<file path="src/rtl/fetch_pkg.sv">
// fetch_pkg: shared types and constants for the fetch engine (state enum, XLEN, INSTR_BYTES, NOP)
package fetch_pkg;
    localparam int XLEN = 32;
    localparam int INSTR_BYTES = 4;
    localparam logic [XLEN-1:0] NOP = 32'h0000_0013;
    typedef enum logic {FETCH, DRAIN} state_t;
endpackage

</file>
<file path="src/rtl/fetch_if.sv">
// fetch_if: imem request/response, redirect and decode handshake bundle; master = fetch unit, slave = memory/decode/branch side
interface fetch_if;
    import fetch_pkg::*;
    logic            imem_req_valid;
    logic            imem_req_ready;
    logic [XLEN-1:0] imem_req_addr;
    logic            imem_resp_valid;
    logic [XLEN-1:0] imem_resp_data;
    logic            redirect_valid;
    logic [XLEN-1:0] redirect_pc;
    logic            if_valid;
    logic            if_ready;
    logic [XLEN-1:0] if_instr;
    logic [XLEN-1:0] if_pc;
    modport master (
        output imem_req_valid, imem_req_addr, if_valid, if_instr, if_pc,
        input  imem_req_ready, imem_resp_valid, imem_resp_data, redirect_valid, redirect_pc, if_ready
    );
    modport slave (
        input  imem_req_valid, imem_req_addr, if_valid, if_instr, if_pc,
        output imem_req_ready, imem_resp_valid, imem_resp_data, redirect_valid, redirect_pc, if_ready
    );
endinterface

</file>
<file path="src/rtl/fetch_fifo.sv">
// fetch_fifo: sync FIFO of {pc,instr} entries; clk, rst (active-low sync), push/din, pop/dout, clear, count/full/empty
module fetch_fifo #(
    parameter int DEPTH = 4,
    parameter int W = 64
) (
    input  logic                       clk,
    input  logic                       rst,
    input  logic                       push,
    input  logic                       pop,
    input  logic                       clear,
    input  logic [W-1:0]               din,
    output logic [W-1:0]               dout,
    output logic [$clog2(DEPTH+1)-1:0] count,
    output logic                       full,
    output logic                       empty
);
    localparam int AW = $clog2(DEPTH);
    localparam int CW = $clog2(DEPTH+1);
    logic [W-1:0] mem [DEPTH];
    logic [AW-1:0] wptr, rptr;
    assign full = count == CW'(DEPTH);
    assign empty = count == '0;
    assign dout = mem[rptr];
    always_ff @(posedge clk)
        if (push && !clear) mem[wptr] <= din;
    always_ff @(posedge clk) begin
        if (!rst || clear) begin
            wptr <= '0;
            rptr <= '0;
            count <= '0;
        end else begin
            wptr <= push ? wptr + AW'(1) : wptr;
            rptr <= pop ? rptr + AW'(1) : rptr;
            count <= count + CW'(push) - CW'(pop);
        end
    end
    assert property (@(posedge clk) disable iff (!rst || clear) !(push && full && !pop));
endmodule

</file>
<file path="src/rtl/fetch_unit.sv">
// fetch_unit: credit-limited in-order instruction fetch with prefetch FIFO and redirect flush; clk, rst (active-low sync), bus (fetch_if.master)
module fetch_unit
    import fetch_pkg::*;
#(
    parameter logic [XLEN-1:0] RESET_VALUE = 32'h0000_0000,
    parameter int FIFO_DEPTH = 4,
    parameter int MAX_OUTSTANDING = 4
) (
    input logic      clk,
    input logic      rst,
    fetch_if.master  bus
);
    localparam int OW = $clog2(MAX_OUTSTANDING+1);
    localparam int CW = $clog2(FIFO_DEPTH+1);
    state_t state;
    logic [XLEN-1:0] fetch_pc, resp_pc;
    logic [OW-1:0] outstanding, discard, discard_n;
    logic [CW-1:0] count;
    logic [2*XLEN-1:0] head;
    logic empty, full, push, pop, req_valid, accept;
    // FIFO slots are reserved at issue time, so a response always has room
    assign req_valid = rst && state == FETCH && !bus.redirect_valid && !full
                       && int'(outstanding) < MAX_OUTSTANDING
                       && int'(count) + int'(outstanding) < FIFO_DEPTH;
    assign accept = req_valid && bus.imem_req_ready;
    assign push = bus.imem_resp_valid && !bus.redirect_valid && discard == '0;
    assign pop = !empty && bus.if_ready && !bus.redirect_valid;
    // a response landing with the redirect is already stale, so it is not counted
    assign discard_n = bus.redirect_valid ? outstanding - OW'(bus.imem_resp_valid)
                                          : discard - OW'(bus.imem_resp_valid && discard != '0);
    assign bus.imem_req_valid = req_valid;
    assign bus.imem_req_addr = fetch_pc;
    assign bus.if_valid = !empty;
    assign bus.if_pc = empty ? '0 : head[2*XLEN-1:XLEN];
    assign bus.if_instr = empty ? '0 : head[XLEN-1:0];
    fetch_fifo #(.DEPTH(FIFO_DEPTH), .W(2*XLEN)) u_fifo (
        .clk(clk), .rst(rst), .push(push), .pop(pop), .clear(bus.redirect_valid),
        .din({resp_pc, bus.imem_resp_data}), .dout(head), .count(count), .full(full), .empty(empty)
    );
    // responses are in order and requests sequential, so the PC of the next kept
    // response is simply the redirect target plus 4 per word already kept
    always_ff @(posedge clk) begin
        if (!rst) begin
            state <= FETCH;
            fetch_pc <= RESET_VALUE;
            resp_pc <= RESET_VALUE;
            outstanding <= '0;
            discard <= '0;
        end else begin
            outstanding <= outstanding + OW'(accept) - OW'(bus.imem_resp_valid);
            discard <= discard_n;
            state <= discard_n != '0 ? DRAIN : FETCH;
            fetch_pc <= bus.redirect_valid ? bus.redirect_pc & ~XLEN'(3)
                      : accept ? fetch_pc + XLEN'(INSTR_BYTES) : fetch_pc;
            resp_pc <= bus.redirect_valid ? bus.redirect_pc & ~XLEN'(3)
                     : push ? resp_pc + XLEN'(INSTR_BYTES) : resp_pc;
        end
    end
endmodule

</file>
<file path="src/flat_wrapper.sv">
// flat-port wrapper written by rule: the top's interface ports become plain ports
module fetch_unit_flat import fetch_pkg::*;
#(
    parameter logic [XLEN-1:0] RESET_VALUE = 32'h0000_0000,
    parameter int FIFO_DEPTH = 4,
    parameter int MAX_OUTSTANDING = 4
)
  (clk, rst, bus_imem_req_valid, bus_imem_req_addr, bus_if_valid, bus_if_instr, bus_if_pc, bus_imem_req_ready, bus_imem_resp_valid, bus_imem_resp_data, bus_redirect_valid, bus_redirect_pc, bus_if_ready);
  fetch_if bus_i ();
  input logic clk;
  input logic rst;
  output wire logic [$bits(bus_i.imem_req_valid)-1:0] bus_imem_req_valid;
  output wire logic [$bits(bus_i.imem_req_addr)-1:0] bus_imem_req_addr;
  output wire logic [$bits(bus_i.if_valid)-1:0] bus_if_valid;
  output wire logic [$bits(bus_i.if_instr)-1:0] bus_if_instr;
  output wire logic [$bits(bus_i.if_pc)-1:0] bus_if_pc;
  input wire logic [$bits(bus_i.imem_req_ready)-1:0] bus_imem_req_ready;
  input wire logic [$bits(bus_i.imem_resp_valid)-1:0] bus_imem_resp_valid;
  input wire logic [$bits(bus_i.imem_resp_data)-1:0] bus_imem_resp_data;
  input wire logic [$bits(bus_i.redirect_valid)-1:0] bus_redirect_valid;
  input wire logic [$bits(bus_i.redirect_pc)-1:0] bus_redirect_pc;
  input wire logic [$bits(bus_i.if_ready)-1:0] bus_if_ready;
  assign bus_imem_req_valid = bus_i.imem_req_valid;
  assign bus_imem_req_addr = bus_i.imem_req_addr;
  assign bus_if_valid = bus_i.if_valid;
  assign bus_if_instr = bus_i.if_instr;
  assign bus_if_pc = bus_i.if_pc;
  assign bus_i.imem_req_ready = bus_imem_req_ready;
  assign bus_i.imem_resp_valid = bus_imem_resp_valid;
  assign bus_i.imem_resp_data = bus_imem_resp_data;
  assign bus_i.redirect_valid = bus_redirect_valid;
  assign bus_i.redirect_pc = bus_redirect_pc;
  assign bus_i.if_ready = bus_if_ready;
  fetch_unit #(.RESET_VALUE(RESET_VALUE), .FIFO_DEPTH(FIFO_DEPTH), .MAX_OUTSTANDING(MAX_OUTSTANDING)) u_core (.clk(clk), .rst(rst), .bus(bus_i));
endmodule
</file>
<file path="config.mk">
export PLATFORM = sky130hd
export DESIGN_NAME = fetch_unit_flat
export DESIGN_NICKNAME = d
export VERILOG_FILES = /design/src/rtl/fetch_pkg.sv /design/src/rtl/fetch_if.sv /design/src/rtl/fetch_fifo.sv /design/src/rtl/fetch_unit.sv /design/src/flat_wrapper.sv
export SDC_FILE = /design/constraint.sdc
export NUM_CORES = 1
export LEC_CHECK = 0
export CORE_MARGIN = 5
export CORE_UTILIZATION = 60
export DETAILED_ROUTE_END_ITERATION = 12
export GPL_ROUTABILITY_DRIVEN = 1
export PLACE_DENSITY = 0.91
export SYNTH_ARGS = -nofsm -noshare
export SYNTH_HDL_FRONTEND = slang
export SYNTH_SLANG_ARGS = --single-unit
</file>
<file path="constraint.sdc">
create_clock -name clk -period 5.83 [get_ports clk]
set_input_delay 1.166 -clock clk [delete_from_list [all_inputs] [get_ports clk]]
set_output_delay 1.166 -clock clk [all_outputs]
set_load 0.01 [all_outputs]
</file>
# == Word level (Yosys, flattened, before mapping) ==
# Memories as Yosys holds them, arrays and structs flattened. A register that Yosys moved wholly into a read port is not among the register bits.
# Index checks and enable logic that the tools add are counted.
# op_classes
addsub,11
mul,0
div,0
n_lt_le_gt_ge,2
n_eq_ne,1
shifts,0
muxes,12
bitwise,2
reduce_logical,24
# op_table
cell,count
2-to-1 mux 32 bit,6
"adder 32 x 3 -> 32 bit, second input constant",2
"< comparator 32 x 4 -> 1 bit, second input constant",1
logical AND 1 bit,12
subtractor 3 x 1 -> 3 bit,4
adder 3 x 1 -> 3 bit,2
zero test 3 bit,2
nonzero test 3 bit,2
"adder 2 x 1 -> 2 bit, second input constant",2
adder 3 x 3 -> 4 bit,1
zero test 1 bit,4
2-to-1 mux 2 bit,2
nonzero test 2 bit,2
"equality test 3 bit, second input constant",1
"< comparator 3 bit, second input constant",1
2-to-1 mux 1 bit,3
2-to-1 mux 3 bit,1
inverter 1 bit,2
OR reduction 2 bit,1
logical OR 1 bit,1
# totals
reg_bits,78
latch_bits,0
ram_bits,256
romBits,0
inputBits,70
output_inout_bits,98
n_memories,1
# mem_list
name,words,width,read_ports,rd_ports_with_merged_regs,wr,line,text
u_core.u_fifo.mem,4,64,1,1,1,fetch_fifo.sv:19,logic [W-1:0] mem [DEPTH];

# == Logic depth before layout (Yosys ltp) ==
# logic_depth
depth_word,9
ltp_mapped,12
ltp_nobuf,11

# == Cells and area by module ==
# Synthesis repeated with hierarchy kept, for this count alone.
# unflattened
hier_cells,897
hier_area_um2,13868.3
# modules_own_cells
mod,instances,cells_per_inst,area_each_um2,seq_area_each_um2
fetch_fifo,1,381,9769.4,7867.5
fetch_unit,1,516,4098.9,1341.3

# == Least setup slack after synthesis ==
# No wires, ideal clock.
# synth_timing
path_type,input to register
startpoint,in bus_imem_resp_valid
endpoint,mem u_core.u_fifo.mem[0][0] (enable)
setup_ps,427
arrival_time_ps,3369
path_slack_ps,2034
stages,3
n_path_buf,1
path_cell_list,nor4b_1 -> clkbuf_1 -> and3_1
# synth_via
elab_chain_cells,5
# synth_lines
item,line,text
from (decl),flat_wrapper.sv:18,input wire logic [$bits(bus_i.imem_resp_valid)-1:0] bus_imem_resp_valid;
logical AND 1 bit (2 in series),fetch_unit.sv:26,assign push = bus.imem_resp_valid && !bus.redirect_valid && discard == '0;
logical AND 1 bit,fetch_fifo.sv:25,if (push && !clear) mem[wptr] <= din;
2-to-1 mux 1 bit,fetch_fifo.sv:25,
2-to-1 mux 1 bit (implied by the code),fetch_fifo.sv:25,
to (decl),fetch_fifo.sv:19,
# No other way between the ends.

# == Worst setup path in the final report ==
# layout_timing
startpoint,in rst
endpoint,out bus_imem_req_valid
# layout_via
elab_chain_cells,5
# layout_lines
item,line,text
from (decl),flat_wrapper.sv:11,input logic rst;
logical AND 1 bit (3 in series),fetch_unit.sv:22,assign req_valid = rst && state == FETCH && !bus.redirect_valid && !full
logical AND 1 bit,fetch_unit.sv:23,&& int'(outstanding) < MAX_OUTSTANDING
logical AND 1 bit,fetch_unit.sv:24,&& int'(count) + int'(outstanding) < FIFO_DEPTH;
to (decl),flat_wrapper.sv:12,output wire logic [$bits(bus_i.imem_req_valid)-1:0] bus_imem_req_valid;
# No other way between the ends.

==> flow_summary.json <==
{
  "required_ns": 4.66,
  "seq_power_share_pct": 52.8,
  "synth_xor_area_share_pct": 3.32,
  "fin_setup_tns_ns": 0,
  "startpoint_type": "input port",
  "coreArea_sq_um": 22000,
  "worstPathMaxFanout": 36,
  "grt_overflow_total": 0,
  "drt.antenna.violating_nets": 0,
  "setup_viol_count_final": 0,
  "post_cts_buffers": 0,
  "drc_errors": 0,
  "finalCritPeriodShare_pct": 74.8,
  "first_global_vias": 8396,
  "drv_cap": 0,
  "io_buffers": 161,
  "cts_hold_buf": 0,
  "synthMuxAreaShare_pct": 10.6,
  "power_density_nw_per_um2": 307,
  "drt-vias-per-instance": 6.13,
  "tightest_slew_ns": 0.923,
  "synth-simple-area-share_pct": 10.9,
  "synth_top_area_cell": "edfxtp_1",
  "layout.nets": 1139,
  "area_growth_pct": 21.7,
  "cts_tree": "built",
  "cts_buffer_depth": 3,
  "critPathKind": "in -> out",
  "avgSynthCellArea_sq_um": 15.2,
  "dp_hpwl_um": 19100,
  "gp_congestion": 0.884,
  "stdcell_count": 1354,
  "p_int_mw": 3.94,
  "synth-compound-area-share_pct": 4.40,
  "period_minus_slack_ns": 4.36,
  "clk-insertion-delay-late_ns": 0.54,
  "cts.htree.levels": 1,
  "vias": 8298,
  "ir_worst_vdd_uv": 204,
  "clkPwrFrac_pct": 39.5,
  "synth_top_family_by_area": "simple AND/OR/NAND/NOR gates",
  "dp_cells": 1299,
  "synth.distinct_cells": 49,
  "grt_pass1_wl_um": 47900,
  "p_sw_share_pct": 21.4,
  "combPwrFrac_pct": 7.7,
  "drive_gt1_share_pct": 13.3,
  "rrSetupSlack_ns": 2.88,
  "synth_cells": 887,
  "clkTransAtPathRegs_ns": 0.06,
  "antenna_found_initial": 0,
  "cts_buffers": 30,
  "finalClockSkew_ns": 0.0107,
  "die_area_sq_um": 25500,
  "fp.dieH_um": 160,
  "synth_most_common_cell": "edfxtp_1",
  "max_freq_mhz": 229,
  "final_util_pct": 74.5,
  "synthFlopType": "edfxtp_1",
  "status": "finished clean",
  "synth_adder_area_share_pct": 1.79,
  "synth_commonest_cells": "edfxtp_1 (248), dfxtp_1 (76), nor2b_1 (63)",
  "p_leak_nw": 5.24,
  "final_area_sq_um": 16400,
  "yosys-top-cells-area": "edfxtp_1 (55%), dfxtp_1 (11%), mux4_2 (10%)",
  "synth-seq-cells": 324,
  "cts_root_buf": "clkbuf_16",
  "worstPathArrival_ns": 3.20,
  "ys_async_sr_fraction_pct": 0,
  "slew_violations": 0,
  "clock-sinks": 324,
  "ys_warn_count": 0,
  "dpl-instance-area_sq_um": 15400,
  "synth_edf_count": 248,
  "drt_iter0_markers": 709,
  "wire_per_inst_um": 22.3,
  "synth_seq_area_share_pct": 66.7,
  "cts_resized": 0,
  "p_sw_mw": 1.07,
  "io_pins": 168,
  "cp-end-kind": "primary output",
  "drt_wl_total_um": 30200,
  "relSlewSlack_pct": 38.4,
  "die_w_um": 160,
  "syn-cell-area_sq_um": 13400,
  "finalHoldViolCount": 0,
  "grt_max_degree": 65,
  "initial_core_util_pct": 61.2,
  "hp-class": "reg -> reg",
  "placement_rows": 54,
  "finalPower_mw": 5.02,
  "diodes": 0,
  "grt_setup_unrepaired": "false",
  "synth_top_area_share_pct": 55.4,
  "grt_usage_pct": 23.5,
  "dr.pass1.iters": 5
}
## power groups by stage
stage	sequential [mW]	clock, mW	combinational (mW)
after global placement	2.69	0	0.372
after floorplan	2.67	0	0.205
after global routing	2.66	2.11	0.423
final	2.65	1.98	0.388
after detailed placement	2.69	0	0.383
after CTS	2.65	2.01	0.389
## sequential cells by signal (all words and copies together), names as in the netlist, named ones only
signal and count:
u_core.u_fifo.wptr 2, u_core.outstanding 3, u_core.bus.imem_req_addr 30, u_core.discard 3
u_core.resp_pc 30, u_core.u_fifo.count 3, u_core.state 1, u_core.u_fifo.rptr 2
u_core.u_fifo.mem 248
## metal layers
layer	share of wire (%)	wire length (um)	vias up	global-route usage (%)
met3	7.8	2350	36	3.56
met2	50	15000	438	39.7
met5	0	0	-	0
met1	41	12500	4089	33.2
li1	-	-	3735	-
met4	1.5	445	0	4.65
## worst paths after layout
| check | from | endpoint | cells past startpoint |
|---|---|---|---|
| hold reg to reg | u_core.u_fifo.wptr[0]$_SDFFE_PP0N_ | u_core.u_fifo.wptr[0]$_SDFFE_PP0N_ | 2 |
| setup / recovery | rst | bus_imem_req_valid | 6 |
| setup reg to reg | u_core.outstanding[2]$_SDFF_PN0_ | u_core.bus.imem_req_addr[18]$_SDFFE_PN0P_ | 8 |
| hold / removal | u_core.u_fifo.wptr[0]$_SDFFE_PP0N_ | u_core.u_fifo.wptr[0]$_SDFFE_PP0N_ | 2 |
## final cells by class
| class | count | area, sq um |
|---|---|---|
| Clock buffer | 40 | 840 |
| Clock inverter | 15 | 171 |
| Fill cell | 1239 | 5600 |
| Inverter | 24 | 90.1 |
| Multi-Input combinational cell | 494 | 4210 |
| Sequential cell | 324 | 8970 |
| Tap cell | 280 | 350 |
| Timing Repair Buffer | 177 | 1730 |
## critical path, cell delays in order
cell	delay [ns]
clkdlybuf4s50_1	0.46
buf_4	0.32
nor4b_2	0.34
nand3_1	0.13
nor4_1	0.19
clkdlybuf4s50_1	0.60
## placed cells by master, fill, tap and decap left out, drive strengths merged, types with 8 or more instances in the layout
master,n
nor4,19
nand3,39
clkdlybuf4s50,161
nand4,23
o21ai,26
xnor2,27
inv,24
clkbuf,40
nor3,12
dfxtp,76
buf,16
a21oi,46
and3,11
nor2,27
xor2,24
a31oi,8
mux4,62
nand2,35
ha,16
clkinv,10
nor2b,63
edfxtp,248
## per-stage QoR
stage	worst slack [ns]	hold WS (ns)
after global routing	1.38	0.533
after floorplan	2.03	0.466
final	1.47	0.507
after CTS	1.47	0.509
after global placement	1.47	0.481
after detailed placement	1.49	0.499
## kinds of logic after synthesis
| family | Yosys count |
|---|---|
| XOR/XNOR | 51 |
| flip-flops | 324 |
| AND/OR/NAND/NOR | 253 |
| AO/OA/AOI/OAI | 103 |
| other | 1 |
| adder cells (fa/ha/maj) | 18 |
| multiplexers | 65 |
| buffers and inverters | 72 |
(Power assumes the default switching activity.)
==> RTL edit 1: new RTL, config.mk and constraints unchanged <==
`MAX_OUTSTANDING` is set to 4 in 2 places; all go to 8.
--- a/src/rtl/fetch_unit.sv
+++ b/src/rtl/fetch_unit.sv
@@ -4,7 +4,7 @@
 #(
     parameter logic [XLEN-1:0] RESET_VALUE = 32'h0000_0000,
     parameter int FIFO_DEPTH = 4,
-    parameter int MAX_OUTSTANDING = 4
+    parameter int MAX_OUTSTANDING = 8
 ) (
     input logic      clk,
     input logic      rst,
--- a/src/flat_wrapper.sv
+++ b/src/flat_wrapper.sv
@@ -3,7 +3,7 @@
 #(
     parameter logic [XLEN-1:0] RESET_VALUE = 32'h0000_0000,
     parameter int FIFO_DEPTH = 4,
-    parameter int MAX_OUTSTANDING = 4
+    parameter int MAX_OUTSTANDING = 8
 )
   (clk, rst, bus_imem_req_valid, bus_imem_req_addr, bus_if_valid, bus_if_instr, bus_if_pc, bus_imem_req_ready, bus_imem_resp_valid, bus_imem_resp_data, bus_redirect_valid, bus_redirect_pc, bus_if_ready);
   fetch_if bus_i ();
Behaviour: not the same (a bounded check fails within 10 cycles, from zero or initial values and one cycle with rst low).
==> RTL edit 1 against the original RTL <==
Via count up 3.6%. Synthesized cell count is 3.5% higher. Sequential share of layout area is 0.89 points lower. Cell area up 2.1%. Clock skew is 3.7 ps higher. Sequential cell count grew 2. Maximum frequency increased by 0.18%. Routed wire length shrank 1.7%. Synthesized area increased by 1.7%. Total power is 7.9% higher. Worst setup slack improved by 7.7 ps. Critical path type unchanged. Largest cell class unchanged.
==> RTL edit 1: results (changes against the original RTL) <==
NETS=1177  # was 1139
GROUTE.LAYER.MET3.USAGE=0.0493  # was 0.0356
GLOBALROUTETOTALUTIL=0.231  # was 0.235
SYNTH_SEQUENTIAL_AREA_RATIO=0.659  # was 0.667
TOP_AREA_CELLS_IN_THE_SYNTHESIZED_NETLIST='sky130_fd_sc_hd__edfxtp_1 (54%), sky130_fd_sc_hd__dfxtp_1 (11%), sky130_fd_sc_hd__mux4_2 (10%)'  # was sky130_fd_sc_hd__edfxtp_1 (55%), sky130_fd_sc_hd__dfxtp_1 (11%), sky130_fd_sc_hd__mux4_2 (10%)
TIGHTEST_SLEW_PS=1070  # was 923 ps
CTS_MADE_BUFFERS=34  # was 30
DPL_CELL_AREA_UM2=15600  # was 15400 µm²
MET1_LENGTH_MM=11.9  # was 12.5 mm
GRT.MET2_USAGE=0.382  # was 0.397
POSTLAYOUTCOREUTIL=0.740  # was 0.745
STATUS='completed'  # unchanged
CLOCK-ROOT-BUFFER='sky130_fd_sc_hd__clkbuf_16'  # unchanged
CRITPATHMAXSTAGEDELAY_PS=540  # was 600 ps
DRIVE_GT1_FRAC=0.131  # was 0.133
POST_SYNTH_TOP_CELLS='sky130_fd_sc_hd__edfxtp_1 (248), sky130_fd_sc_hd__dfxtp_1 (78), sky130_fd_sc_hd__mux4_2 (62), sky130_fd_sc_hd__nor2b_1 (62), sky130_fd_sc_hd__nand2_1 (51)'  # was sky130_fd_sc_hd__edfxtp_1 (248), sky130_fd_sc_hd__dfxtp_1 (76), sky130_fd_sc_hd__nor2b_1 (63)
SEQPWRFRAC=0.500  # was 0.528
CRIT_PATH_MAX_FANOUT=23  # was 36
CELL_INTERNAL_POWER_W=0.00420  # was 0.00394 W
DETAILEDPLACEMENTHPWL_MM=18.7  # was 19.1 mm
PWR_DENSITY_CELL_nW_PER_UM2=324  # was 307 nW/µm²
WORSTPATHARRIVAL_PS=3190  # was 3200 ps
MAXIMUM_NUMBER_OF_PINS_ON_ONE_NET_BEFORE_GLOBAL_ROUTE_REPAIR=64  # was 65
DR_WL_MET3_MM=2.67  # was 2.35 mm
CLK-INSERTION-DELAY-LATE_PS=500  # was 540 ps
NFILLCELLS=1380  # was 1239
H-TREE-DEPTH=2  # was 1
DRT_ITER0_DRC=821  # was 709
DPL_WORST_SLACK_PS=1560  # was 1490 ps
GRT_PASS1_VIAS=8755  # was 8396
ROUTED-WL-MET2_MM=14.6  # was 15.0 mm
VIA_COUNT=8596  # was 8298
COMB_CELL_POWER_W=0.000545  # was 0.000388 W
GRT_FIRST_PASS_WIRELENGTH_MM=47.8  # was 47.9 mm
NETLIST-CELL-TYPE-COUNT=64  # was 49
GLOBALPLACE.CONGESTION=0.916  # was 0.884
DP_CELLS=1336  # was 1299
IRDROPWORSTVDD_uV=185  # was 204 µV
[RTL edit 1: cell count changes after synthesis, sizes merged, moves of 3 or more]
cell | before | now
a21boi | 0 | 4
o21ai | 26 | 30
nor4b | 3 | 0
nor4 | 19 | 15
xnor2 | 27 | 17
nand4 | 23 | 27
a22oi | 4 | 0
nand3 | 39 | 31
and2 | 4 | 13
nand2 | 35 | 51
xor2 | 24 | 31
[RTL edit 1: path summary, 6_finish.rpt]
path / startpoint / end / slack, ps / depth (start not counted)
worst min-delay path: u_core.u_fifo.rptr[1]$_SDFFE_PP0P_ / flop / 530 / 2
worst max-delay path: rst / bus_imem_req_valid / 1470 / 6
worst min register to register: u_core.u_fifo.rptr[1]$_SDFFE_PP0P_ / flop / 530 / 2
worst max register to register: u_core.u_fifo.count[2]$_SDFF_PP0_ / u_core.outstanding[1]$_SDFF_PN0_ / 2760 / 8
[RTL edit 1: critical path: cells and delay by family]
| family | cells | cell delay (ps) |
|---|---|---|
| buffers and inverters | 4 | 1280 |
| and+or+nand+nor | 2 | 740 |
[RTL edit 1: area by class of cell]
class	instances	area share
clock inverters	15	0.00936
repair buffers	175	0.103
flip-flops and latches	326	0.540
inverters	24	0.00539
clock buffers	45	0.0585
well taps	285	0.0213
multi-input cells	526	0.263
[RTL edit 1: kinds of logic after synthesis]
group                    share of synthesized area
AO/OA/AOI/OAI                               0.0524
other                                     0.000274
AND/OR/NAND/NOR                              0.111
XOR/XNOR                                    0.0307
flip-flops                                   0.659
buffers and inverters                       0.0212
adder cells (fa/ha/maj)                     0.0194
multiplexers                                 0.106
==> RTL edit 2: new RTL, same flow settings <==
Made on the original files. Reset style: asynchronous (`rst`), changed in one clocked block.
--- a/src/rtl/fetch_unit.sv
+++ b/src/rtl/fetch_unit.sv
@@ -39,7 +39,7 @@
     );
     // responses are in order and requests sequential, so the PC of the next kept
     // response is simply the redirect target plus 4 per word already kept
-    always_ff @(posedge clk) begin
+    always_ff @(posedge clk or negedge rst) begin
         if (!rst) begin
             state <= FETCH;
             fetch_pc <= RESET_VALUE;
Formal check against the unedited RTL: differs if rst is asserted again (counterexample within 4 cycles, from zero or initial values and one cycle with rst low); with rst held inactive, the same outputs for 4 cycles.
==> RTL edit 2 against the original RTL <==
Non-clock buffer count decreased by 3. Cell area increased by 1.2%. Routed wire length decreased by 4.6%. Largest cell class unchanged. Total power increased by 2.3%. Critical path depth decreased by 2. Worst setup slack improved by 83 ps. Sequential cell count unchanged. Critical endpoint is now bus_if_instr[14]. Synthesized area increased by 1.9%. Largest power group unchanged.
==> RTL edit 2: results (changes against the original RTL) <==
NETLIST-CELL-TYPE-COUNT=58  # was 49
POST_SYNTH_TOP_CELLS='sky130_fd_sc_hd__edfxtp_1 (248), sky130_fd_sc_hd__dfrtp_1 (67), sky130_fd_sc_hd__nor2b_1 (63)'  # was sky130_fd_sc_hd__edfxtp_1 (248), sky130_fd_sc_hd__dfxtp_1 (76), sky130_fd_sc_hd__nor2b_1 (63)
LEAKAGE_COMPONENT_OF_THE_POWER_nW=5.59  # was 5.24 nW
WORSTPATHARRIVAL_PS=3110  # was 3200 ps
NFILLCELLS=1358  # was 1239
STATUS='completed'  # unchanged
IRDROPWORSTVDD_uV=203  # was 204 µV
GLOBALPLACE.CONGESTION=0.879  # was 0.884
MAXSLEWHEADROOM=0.346  # was 0.384
DRIVE_GT1_FRAC=0.132  # was 0.133
SHARE_COMB_OF_TOTAL_POWER=0.094  # was 0.077
DETAILEDPLACEMENTHPWL_MM=17.3  # was 19.1 mm
CLOCK_POWER_SHARE=0.373  # was 0.395
GRT_FIRST_PASS_WIRELENGTH_MM=46.4  # was 47.9 mm
DPL_CELL_AREA_UM2=15600  # was 15400 µm²
MAXIMUM_NUMBER_OF_PINS_ON_ONE_NET_BEFORE_GLOBAL_ROUTE_REPAIR=70  # was 65
CELL_INTERNAL_POWER_W=0.00396  # was 0.00394 W
DPL_WORST_SLACK_PS=1710  # was 1490 ps
VIAS_PER_CELL=6.14  # was 6.13
WORST_PATH_DOMINANT_CELL_FAMILY='flip-flops'  # was buffers and inverters
TOP_AREA_CELLS_IN_THE_SYNTHESIZED_NETLIST='sky130_fd_sc_hd__edfxtp_1 (54%), sky130_fd_sc_hd__dfrtp_1 (12%), sky130_fd_sc_hd__mux4_2 (10%)'  # was sky130_fd_sc_hd__edfxtp_1 (55%), sky130_fd_sc_hd__dfxtp_1 (11%), sky130_fd_sc_hd__mux4_2 (10%)
POWER_SEQUENTIAL_W=0.00273  # was 0.00265 W
MULTIINPUTGATEAREA_UM2=4100  # was 4210 µm²
GRT_PASS1_VIAS=8505  # was 8396
GLOBALROUTETOTALUTIL=0.223  # was 0.235
DP_CELLS=1294  # was 1299
DRT_ITER0_DRC=681  # was 709
==> RTL edit 2: routing by layer <==
layer  global-route usage  up-vias  wire length (µm)
li1                     -     3689                 -
met1                0.318     4137             11700
met2                0.365      432             14000
met3               0.0472       45              2640
met4               0.0450        0               527
met5                    0        -                 0
==> RTL edit 2: kinds of logic (layout without fill, tap and decap cells) <==
kind of cell,after synthesis,after routing,share of synthesized area
DFF,324,324,0.679
and+or+nand+nor,267,267,0.109
AOI/OAI and AO/OA,89,89,0.0409
buffers and inverters,77,260,0.0234
muxes,67,67,0.106
xor gates and xnor gates,38,38,0.0243
adders and majority gates,18,18,0.0175
other,1,4,0.000274
==> RTL edit 2: final cells by class <==
type | instances | area share
Timing Repair Buffer | 174 | 0.103
Multi-Input combinational cell | 483 | 0.248
Tap cell | 285 | 0.0215
Sequential cell | 324 | 0.562
Inverter | 28 | 0.00635
Clock inverter | 19 | 0.00907
Clock buffer | 39 | 0.0505
==> RTL edit 2: final timing paths <==
check                      depth (start not counted)                                startpoint                                        to  slack [ps]
max in group asynchronous                          2                                       rst           u_core.outstanding[1]$_DFF_PN0_        4420
min reg2reg                                        1  u_core.bus.imem_req_addr[29]$_DFFE_PN0P_  u_core.bus.imem_req_addr[29]$_DFFE_PN0P_         560
max                                                4                                      flop                          bus_if_instr[14]        1550
min                                                1  u_core.bus.imem_req_addr[29]$_DFFE_PN0P_  u_core.bus.imem_req_addr[29]$_DFFE_PN0P_         560
max reg2reg                                       10         u_core.u_fifo.count[1]$_SDFF_PP0_           u_core.outstanding[2]$_DFF_PN0_        2350
min in group asynchronous                          2                                       rst                    u_core.state$_DFF_PN0_         840
